**src/rtl/whack_pkg.sv**
```systemverilog
// Shared types and constants for the Whack score keeper.
// Holds the round state encoding and the score saturation helper.
package whack_pkg;

   typedef enum logic [1:0] {
      S_IDLE = 2'd0,
      S_PLAY = 2'd1,
      S_OVER = 2'd2
   } state_t;

   localparam int SCORE_W = 8;
   localparam int SECS_W  = 6;

   // Clamp a 9-bit intermediate score to the configured ceiling
   function automatic logic [SCORE_W-1:0] sat_score(
      input logic [SCORE_W:0] value,
      input logic [SCORE_W:0] ceiling
   );
      logic [SCORE_W:0] v;
      if (value > ceiling) begin
         v = ceiling;
      end else begin
         v = value;
      end
      return v[SCORE_W-1:0];
   endfunction

endpackage

```
**src/rtl/whack_round_timer.sv**
```systemverilog
// Round timer: one-second tick divider feeding a seconds-left down-counter.
// o_done is high on the wrap that takes secs_left from 1 to 0.
module whack_round_timer
   import whack_pkg::*;
#(
   parameter int unsigned TICK_DIV   = 50_000_000,
   parameter int unsigned ROUND_SECS = 30
) (
   input  logic              i_clk,
   input  logic              i_rst_n,
   input  logic              i_load,
   input  logic              i_en,
   output logic [SECS_W-1:0] o_secs_left,
   output logic              o_done
);

   localparam int unsigned       TICK_W   = (TICK_DIV > 1) ? $clog2(TICK_DIV) : 1;
   localparam logic [TICK_W-1:0] TICK_MAX = TICK_W'(TICK_DIV - 1);

   logic [TICK_W-1:0] r_tick;
   logic [SECS_W-1:0] r_secs;
   logic              w_wrap;

   assign w_wrap      = (r_tick == TICK_MAX);
   assign o_done      = i_en & w_wrap & (r_secs == SECS_W'(1));
   assign o_secs_left = r_secs;

   // Tick divider and seconds counter; load restarts a full round
   always_ff @(posedge i_clk) begin
      if (!i_rst_n) begin
         r_tick <= '0;
         r_secs <= '0;
      end else if (i_load) begin
         r_tick <= '0;
         r_secs <= SECS_W'(ROUND_SECS);
      end else if (i_en) begin
         if (w_wrap) begin
            r_tick <= '0;
            if (r_secs != '0) begin
               r_secs <= r_secs - SECS_W'(1);
            end
         end else begin
            r_tick <= r_tick + TICK_W'(1);
         end
      end
   end

endmodule

```
**src/rtl/whack_score_keeper.sv**
```systemverilog
// Whack score engine: round FSM, saturating score and session high score.
// Optional MISS_PENALTY_EN: a missed mole takes one point off the score.
module whack_score_keeper
   import whack_pkg::*;
#(
   parameter int unsigned TICK_DIV   = 50_000_000,
   parameter int unsigned ROUND_SECS = 30,
   parameter int unsigned MAX_SCORE  = 99,
   parameter int unsigned HIT_PTS    = 1
) (
   input  logic               Clock,
   input  logic               reset,
   input  logic               start,
   input  logic               hit,
   input  logic               miss,
   output logic [SCORE_W-1:0] score,
   output logic [SCORE_W-1:0] high_score,
   output logic [SECS_W-1:0]  secs_left,
   output logic               playing,
   output logic               game_over
);

   state_t             r_state;
   logic [SCORE_W-1:0] r_score;
   logic [SCORE_W-1:0] r_high_score;
   logic               r_playing;
   logic               r_game_over;
   logic               r_start_q;
   logic               r_hit_q;

   logic               w_start_rise;
   logic               w_hit_rise;
   logic               w_load;
   logic               w_en;
   logic               w_done;
   logic [SCORE_W:0]   w_sum;
   logic [SCORE_W-1:0] w_score_next;

   assign w_start_rise = start & ~r_start_q;
   assign w_hit_rise   = hit & ~r_hit_q;
   assign w_load       = w_start_rise & ((r_state == S_IDLE) | (r_state == S_OVER));
   assign w_en         = (r_state == S_PLAY);

`ifdef MISS_PENALTY_EN
   logic r_miss_q;
   logic w_miss_rise;
   assign w_miss_rise = miss & ~r_miss_q;

   // Miss edge history
   always_ff @(posedge Clock) begin
      if (!reset) begin
         r_miss_q <= 1'b0;
      end else begin
         r_miss_q <= miss;
      end
   end
`else
   logic w_unused_miss;
   assign w_unused_miss = miss;
`endif

   whack_round_timer #(
      .TICK_DIV   (TICK_DIV),
      .ROUND_SECS (ROUND_SECS)
   ) u_timer (
      .i_clk       (Clock),
      .i_rst_n     (reset),
      .i_load      (w_load),
      .i_en        (w_en),
      .o_secs_left (secs_left),
      .o_done      (w_done)
   );

   // Next score: add in 9 bits, apply any penalty, then clamp to the ceiling
   always_comb begin
      w_sum = {1'b0, r_score};
      if (w_hit_rise) begin
         w_sum = w_sum + (SCORE_W + 1)'(HIT_PTS);
      end else begin
         w_sum = w_sum;
      end
`ifdef MISS_PENALTY_EN
      if (w_miss_rise && (w_sum != '0)) begin
         w_sum = w_sum - (SCORE_W + 1)'(1);
      end else begin
         w_sum = w_sum;
      end
`endif
      w_score_next = sat_score(w_sum, (SCORE_W + 1)'(MAX_SCORE));
   end

   // Round FSM with score, high score and status flags decoded from the next state
   always_ff @(posedge Clock) begin
      if (!reset) begin
         r_state      <= S_IDLE;
         r_score      <= '0;
         r_high_score <= '0;
         r_playing    <= 1'b0;
         r_game_over  <= 1'b0;
         r_start_q    <= 1'b0;
         r_hit_q      <= 1'b0;
      end else begin
         r_start_q <= start;
         r_hit_q   <= hit;
         case (r_state)
            S_IDLE, S_OVER: begin
               if (w_start_rise) begin
                  r_state     <= S_PLAY;
                  r_score     <= '0;
                  r_playing   <= 1'b1;
                  r_game_over <= 1'b0;
               end
            end
            S_PLAY: begin
               r_score <= w_score_next;
               if (w_done) begin
                  r_state     <= S_OVER;
                  r_playing   <= 1'b0;
                  r_game_over <= 1'b1;
                  // Final-cycle hit is already folded into w_score_next
                  if (w_score_next > r_high_score) begin
                     r_high_score <= w_score_next;
                  end
               end
            end
            default: begin
               r_state     <= S_IDLE;
               r_playing   <= 1'b0;
               r_game_over <= 1'b0;
            end
         endcase
      end
   end

   assign score      = r_score;
   assign high_score = r_high_score;
   assign playing    = r_playing;
   assign game_over  = r_game_over;

endmodule
```
**config.mk**
```make
export PLATFORM = sky130hd
export DESIGN_NAME = whack_score_keeper
export DESIGN_NICKNAME = d
export VERILOG_FILES = /design/src/rtl/whack_pkg.sv /design/src/rtl/whack_round_timer.sv /design/src/rtl/whack_score_keeper.sv
export SDC_FILE = /design/constraint.sdc
export NUM_CORES = 1
export LEC_CHECK = 0
export BUFFER_PORTS_ARGS = -buffer_cell sky130_fd_sc_hd__buf_2
export CORE_MARGIN = 10
export CORE_UTILIZATION = 59
export CTS_CLUSTER_DIAMETER = 80
export CTS_CLUSTER_SIZE = 24
export DETAILED_ROUTE_END_ITERATION = 8
export GPL_ROUTABILITY_DRIVEN = 0
export GPL_TIMING_DRIVEN = 1
export PLACE_DENSITY = 0.91
export SLEW_MARGIN = 25
export SYNTH_ARGS = -nofsm -noshare
export SYNTH_HDL_FRONTEND = slang
export SYNTH_SLANG_ARGS = --single-unit
```
**constraint.sdc**
```tcl
create_clock -name Clock -period 3.6 [get_ports Clock]
set_clock_uncertainty 0.2 [all_clocks]
set_input_delay 0.36 -clock Clock [delete_from_list [all_inputs] [get_ports Clock]]
set_output_delay 0.36 -clock Clock [all_outputs]
set_load 0.01 [all_outputs]
```
==> results of run 1 <==
Yosys cell counts, types with 7 or more instances:
master and instances:
sky130_fd_sc_hd__a21oi_1 24, sky130_fd_sc_hd__dfxtp_1 53, sky130_fd_sc_hd__ha_1 12, sky130_fd_sc_hd__inv_1 11, sky130_fd_sc_hd__mux2i_1 7, sky130_fd_sc_hd__nand2_1 25, sky130_fd_sc_hd__nand2b_1 8, sky130_fd_sc_hd__nand3_1 24
sky130_fd_sc_hd__nand4_1 9, sky130_fd_sc_hd__nor2_1 52, sky130_fd_sc_hd__nor3_1 8, sky130_fd_sc_hd__o21ai_0 12, sky130_fd_sc_hd__xnor2_1 14, sky130_fd_sc_hd__xor2_1 16
through the flow:
step	util, %	power [mW]	cell area [um^2]	cells	worst slack (ps)
2_1_floorplan	-	0.674	3000	360	276
3_3_place_gp	66.6	0.692	3210	450	355
3_5_place_dp	66.6	0.695	3210	450	313
4_1_cts	68.9	1.10	3320	458	276
5_1_grt	68.9	1.14	3320	458	29.4
6_report	68.9	1.11	3320	458	256
worst reg2reg max path, delay by kind of cell (launching register included):
kind | cells | cell delay, ps
AO/OA/AOI/OAI | 6 | 1190
flip-flops | 1 | 350
AND/OR/NAND/NOR | 5 | 1020
adder cells (fa/ha/maj) | 2 | 520
final timing paths:
check,startpoint,to,depth (start not counted)
worst max-delay path,score[0]$_SDFFE_PN0P_,high_score[1]$_SDFFE_PN0P_,13
worst min-delay path,start,r_start_q$_SDFF_PN0_,2
worst max register to register,score[0]$_SDFFE_PN0P_,high_score[1]$_SDFFE_PN0P_,13
worst min register to register,high_score[7]$_SDFFE_PN0P_,high_score[7]$_SDFFE_PN0P_,2
state kept, by name, summed over array words and instances, names as in the netlist:
register / flops
high_score: 8
r_start_q: 1
score: 8
r_hit_q: 1
playing: 1
u_timer.r_tick: 26
u_timer.o_secs_left: 6
r_state: 2
cells in the final DEF, fill, tap and decap left out, types with 5 or more instances in the layout:
cell type / Yosys / final
sky130_fd_sc_hd__dfxtp_1: 53 / 53
sky130_fd_sc_hd__nor2_1: 52 / 52
sky130_fd_sc_hd__buf_2: 3 / 27
sky130_fd_sc_hd__nand2_1: 25 / 25
sky130_fd_sc_hd__nand3_1: 24 / 24
sky130_fd_sc_hd__a21oi_1: 24 / 24
sky130_fd_sc_hd__xor2_1: 16 / 16
sky130_fd_sc_hd__xnor2_1: 14 / 14
sky130_fd_sc_hd__o21ai_0: 12 / 12
sky130_fd_sc_hd__ha_1: 12 / 12
sky130_fd_sc_hd__inv_1: 11 / 11
sky130_fd_sc_hd__nand4_1: 9 / 9
sky130_fd_sc_hd__buf_4: 2 / 9
sky130_fd_sc_hd__nand2b_1: 8 / 8
sky130_fd_sc_hd__nor3_1: 8 / 8
sky130_fd_sc_hd__mux2i_1: 7 / 7
sky130_fd_sc_hd__nor2b_1: 5 / 5
sky130_fd_sc_hd__clkbuf_8: 0 / 5
metal layers:
| layer | track usage (%) | up-vias | part of all wire, % |
|---|---|---|---|
| met2 | 26.8 | 116 | 46 |
| li1 | - | 1316 | - |
| met4 | 4.96 | 0 | 1.4 |
| met5 | 0 | - | 0 |
| met3 | 3.29 | 14 | 6.3 |
| met1 | 21.9 | 1278 | 46 |
power groups by stage:
| stage | Clock (mW) | Sequential (mW) | Combinational, mW |
|---|---|---|---|
| after floorplan | 0 | 0.619 | 0.0549 |
| after global placement | 0 | 0.617 | 0.0747 |
| after detailed placement | 0 | 0.617 | 0.0779 |
| after CTS | 0.421 | 0.604 | 0.0785 |
| after global routing | 0.448 | 0.606 | 0.0880 |
| final | 0.422 | 0.604 | 0.0795 |
logic make-up after synthesis:
family | count (synthesis) | share of synthesized area, %
compound gates | 56 | 11.5
buf+inv | 24 | 4.12
xor+xnor | 30 | 8.75
other cells | 1 | 0.125
mux | 8 | 2.71
simple gates | 176 | 32.5
fa+ha+maj | 12 | 5.00
flops | 53 | 35.3
layout make-up:
cell class                 instances  area [um^2]
multi-input combinational        283         1820
fill                             377         1500
sequential                        53         1060
timing repair buffer              36          203
tap                               67         83.8
clock buffer                       6         72.6
inverter                          11         41.3
clock inverter                     2         38.8
==> summary.md, run 1 <==
The flow ran to the end, and the final reports show no timing, DRC or antenna violations. After detailed routing, the average wire length per cell comes to 15.2 um. Cell internal power was estimated by the tool at 0.832 mW. Combinational cells account for 7.2% of the total power. Clock-pin slew was measured on the worst setup and hold paths at 100 ps.

Sum of overflow across all layers after global routing: 0. In this run the clock root is driven by a sky130_fd_sc_hd__clkbuf_8. The tightest hold path in the finished design has a slack of 50.5 ps.

The path type of the worst min-delay path was input pin to flop. The critical path is of the flop to flop type. The logs give 25 for the maximum number of pins on one net before global-route repair and 0 for the initial antenna violation count.

The critical path contains buffers and inverters numbering 0 combined. Peak ir drop on the vdd network: 249 uV. The wire length of the first global-routing pass was 11900 um. Measured against its own limit, the worst slew margin works out to 51.0%. The via count normalized by instance count is 5.95, and the overall die width is 91.3 um. The repair_antennas step left the layout with diodes totalling 0.

STA classifies the critical path endpoint as a flop. CTS saw 53 sinks. Sorting the synthesized cells by area gives the leading types as sky130_fd_sc_hd__dfxtp_1 (35%), sky130_fd_sc_hd__nor2_1 (6.5%), sky130_fd_sc_hd__ha_1 (5.0%), sky130_fd_sc_hd__xor2_1 (4.7%), sky130_fd_sc_hd__xnor2_1 (4.1%). Setup violations remaining at the end of the flow were counted as 0. The initialized floorplan defines 25 standard-cell rows. The post-synthesis cell type count was 56; the initial core utilization was 62.3%.

The post-route fraction of the period consumed by the critical path is 92.9%. TritonCTS created 5 clock buffers. Summed over all layers, the routed wires come to 6960 um. In the final design database the tool counted 407 nets.

Setup repair after global routing left no endpoint under its margin. The share of synthesized area in the top cell type comes to 35.3%. At the pin with the least slew margin, the transition time is 734 ps.

The net switching power of the design is 0.273 mW. After technology mapping, the gate count stands at 360. Across the run, the number of max-cap violations was 0.

The cell area that synthesis handed to floorplanning was 0.00300 mm^2. Post-synthesis async set-or-reset flop share: 0%. The first-iteration detailed-routing DRC count is 269, and the post-synthesis sequential element count is 53.

The number of nets in the synthesized netlist is 377. Grouping stages by cell kind, the critical path spends the most delay in compound AO/OA/AOI/OAI gates. From bottom edge to top edge, the die measures 91.3 um.

During synthesis, Yosys emitted a total of 0 warnings. The fraction of the yosys area taken by sequential cells is 35.3%, and the share of power burned in the clock network is 38.1%. The later-pin clock latency in the skew report is 320 ps, and the power per cell area is 333 mW/mm^2. After layout, the minimum clock period comes to 3340 ps. For the worst setup path, the data required time is 3650 ps. The most used flip-flop cell after synthesis is sky130_fd_sc_hd__dfxtp_1.

The clock tree synthesis step divided the H-tree into 2 levels. Counting along the longest clock path gives a buffer depth of 2. STA classifies the critical path startpoint as a flop.

Post-CTS timing repair inserted 0 buffers for setup. Across all register-to-register paths, the minimum setup slack is 260 ps. Along the worst path, the maximum fanout reaches 13. The arrival time at the worst endpoint is 3390 ps. Input and output buffers added on the ports amount to 27. TritonCTS built the clock tree. In this run switching power makes up 24.7% of total power. The count of flip-flops with a built-in enable after synthesis is 0, and the fraction of layout instances using a drive strength above 1 is 16.4%.

The synthesis-to-finish area growth came out at 10.5%. The tools report the leakage power as 1.28 nW. Detailed placement ended at an HPWL of 5030 um.

The run gives 0 as the post-cts gate resize count. In the final timing run, aggregate negative setup slack is 0 ps. The number of hold violations in the final report came out at 0. Walking the worst path, the cells encountered are ha_1 > nand2_1 > or4_4 > o22ai_2 > o211ai_2 > nand2_1 > nor2_1 > ha_1 > a21oi_1 > a21oi_1 > o311a_2 > nand2b_1 > a21oi_1.

The floorplan die area was 0.00834 mm^2. By instance count, the cell type seen most on the critical path is sky130_fd_sc_hd__a21oi_1. The detail route stage leaves a number of antenna-violating nets equal to 0.

Dividing the synthesized area by the synthesized cell count gives 8.34 um^2. The largest stage delay on the critical path is 490 ps, and the total global routing track utilization is 16.6%. Most area-hungry cell type in the Yosys netlist: sky130_fd_sc_hd__dfxtp_1.

Critical path's slowest cell: sky130_fd_sc_hd__or4_4. The total core area came out at 0.00482 mm^2. In this run, post-CTS hold repair placed 0 buffers. The count of pins over their slew limit was 0; the total iterations of the first detailed-routing run was 5.

The routed layout has 2724 vias. The number of global-route vias before repair is 2465, and the sequential fraction of design power is 54.7%. The remaining design rule violation count was 0; the boundary pin count was 29. Based on the critical path, the design can be clocked at up to 299 MHz.
(Power assumes the default switching activity.)
==> run 2: changes to the inputs <==
--- a/config.mk
+++ b/config.mk
@@ -7,13 +7,12 @@
 export LEC_CHECK = 0
 export BUFFER_PORTS_ARGS = -buffer_cell sky130_fd_sc_hd__buf_2
 export CORE_MARGIN = 10
-export CORE_UTILIZATION = 59
+export CORE_UTILIZATION = 40
 export CTS_CLUSTER_DIAMETER = 80
 export CTS_CLUSTER_SIZE = 24
 export DETAILED_ROUTE_END_ITERATION = 8
 export GPL_ROUTABILITY_DRIVEN = 0
 export GPL_TIMING_DRIVEN = 1
-export PLACE_DENSITY = 0.91
 export SLEW_MARGIN = 25
 export SYNTH_ARGS = -nofsm -noshare
 export SYNTH_HDL_FRONTEND = slang
==> run 2 against run 1 <==
Effect of this change:
- global-route usage fell by 4.5 points
- via count fell by 6.2%
- sequential share of layout area fell by 0.14 points
- clock power fell by 18%
- largest power group unchanged
==> summary.md, run 2 (same netlist as run 1, synthesis figures left out) <==
For this design the top-level I/O count stands at 29. The die is 107 um wide. Setup repair after global routing left no endpoint under its margin. The post-cts gate resize count is 0.

Post-route fraction of the period consumed by the critical path: 92.6%. The fraction of layout instances using a drive strength above 1 is 16.4%. The signal on the critical path passes through ha_1 > nand2_1 > or4_4 > o22ai_2 > o211ai_2 > nand2_1 > nor2_1 > ha_1 > a21oi_1 > a21oi_1 > o311a_2 > mux2i_1 > nor2_1. Broken down by cell family, the worst path's largest delay share belongs to compound AO/OA/AOI/OAI gates. The start-to-end type of the worst setup path is flop to flop. Path type of the worst min-delay path: input pin to flop.

The run gives 54.1% as the normalized max-slew margin. Using the TritonRoute via totals, the vias-per-cell ratio works out to 5.21. The H-tree was split into 2 levels. Detailed placement ended at an HPWL of 5080 um. The first global-routing pass estimated 11800 um of wire. The largest stage delay on the critical path came out at 490 ps. The number of buffer and inverter instances along the worst setup path works out to 0. Of the total power, registers draw 58.8%.

The sum of overflow across all layers after global routing is 0. For the worst setup path, the data arrival time is 3310 ps. Along the worst path, the maximum fanout reaches 13.

The tool flagged a number of max-cap violations equal to 0. Setup total negative slack on the finished layout was measured at 0 ps. The run finished with clean final reports. The tools report the initial antenna violation count as 0. The initial utilization of the core area, before any placement, comes to 41.2%. In this run, CTS created clock tree buffers numbering 5. The number of hold violations in the final report was 0.

In this run the static leakage power is 1.27 nW. In this run the tool buffered the top-level ports with 27 buffer cells. The die covers 0.0114 mm^2. The slew at the pin closest to its max-slew limit was 682 ps.

Combinational cells account for 7.7% of the total power. The first-iteration detailed-routing DRC count came out at 107. In the layout the commonest cells are sky130_fd_sc_hd__dfxtp_1 (53), sky130_fd_sc_hd__nor2_1 (52), sky130_fd_sc_hd__buf_2 (27). After detailed routing, the number of remaining DRC violations is 0. Entering global routing, the biggest net connects 25 pins. TritonCTS built the clock tree. The later-pin clock latency in the skew report is 310 ps, and the number of flip-flops under the largest register name is 26.

The deepest clock path buffer count was 2. Once detail routing completed, the nets flagged for antenna violations numbered 0. In the final design database the tool counted 407 nets.

Internal power comes to 0.762 mW. STA classifies the critical path endpoint as a flop. The routed design has 6800 um of wire. The finished cells cover 0.00333 mm^2. Setup violations remaining at the end of the flow were counted as 0.

The critical path's slowest cell is sky130_fd_sc_hd__o311a_2. The number of setup buffers added after CTS is 0. The clock root buffer was sky130_fd_sc_hd__clkbuf_8. The run gives 0 as the count of pins over their slew limit. For this run, the top clock speed supported by timing is 300 MHz. Most common cell after layout, fill and taps aside: sky130_fd_sc_hd__dfxtp_1. Hold repair after CTS inserted 0 buffers. Across every metal layer, demand over resource in global routing totals 12.2%. The number of clock sinks seen by CTS is 53. Counting I/O delays and the setup requirement, the final critical path takes 3330 ps.

For the number of global-route vias before repair, the log shows 2464. Clock input transition at the sequential cells of the worst setup and hold paths: 100 ps. Across the VDD grid, the largest voltage drop is 194 uV. After detailed placement, the total cell area comes to 0.00325 mm^2.

Dividing the detail-routed wire length by the instance count gives 13.9 um. The tools report the total core area as 0.00729 mm^2. For this run, the detailed router's first-pass iteration total came to 4. Count of vias placed by the detailed router: 2554.

After floorplanning, the core was divided into 31 placement rows. The vertical die dimension was 107 um. Summed over all nets, the switching power comes to 0.264 mW.

The switching fraction of total power was 25.7%. For this design the ratio of total power to cell area is 308 mW/mm^2. The tools report the share of power burned in the clock network as 33.5%.

STA classifies the critical path startpoint as a flop. The area growth from synthesis to layout is 11.0%. STA puts the critical path data required time at 3580 ps.

The number of antenna diodes in the final layout is 0. Ranked by flip-flop count, first place goes to u_timer.r_tick.
==> run 2: metal layers <==
layer / GRT usage (%) / wire length, um
met1: 16.9 / 3430
met2: 18.4 / 3000
met3: 2.22 / 272
met4: 4.16 / 98
met5: 0 / 0
==> run 2: cell type report <==
class / instances / area (um^2)
Clock buffer: 6 / 72.6
Clock inverter: 2 / 13.8
Fill cell: 773 / 3960
Inverter: 11 / 41.3
Multi-Input combinational cell: 283 / 1820
Sequential cell: 53 / 1060
Tap cell: 99 / 124
Timing Repair Buffer: 36 / 203
==> run 2: final timing paths <==
kind,start,endpoint,slack (ps),cells past startpoint
setup / recovery,score[1]$_SDFFE_PN0P_,high_score[5]$_SDFFE_PN0P_,270,13
hold / removal,start,r_start_q$_SDFF_PN0_,60,2
setup reg to reg,score[1]$_SDFFE_PN0P_,high_score[5]$_SDFFE_PN0P_,270,13
hold reg to reg,high_score[7]$_SDFFE_PN0P_,high_score[7]$_SDFFE_PN0P_,270,2
==> run 2: power groups by stage <==
stage	Clock, mW	Sequential (mW)	Combinational (mW)
finish	0.344	0.604	0.0788
global route	0.379	0.606	0.0901
CTS	0.356	0.604	0.0805
detailed placement	0	0.617	0.0802
global placement	0	0.617	0.0791
floorplan	0	0.619	0.0549
==> run 2: stage by stage <==
step	hold WS (ps)	power [mW]	setup slack [ps]	cells	utilization (%)
after floorplan	270	0.674	276	360	-
after global placement	260	0.696	301	482	44.5
after detailed placement	265	0.697	322	482	44.5
after CTS	53.2	1.04	289	490	45.7
after global routing	73.5	1.08	56.2	490	45.7
final	61.2	1.03	266	490	45.7
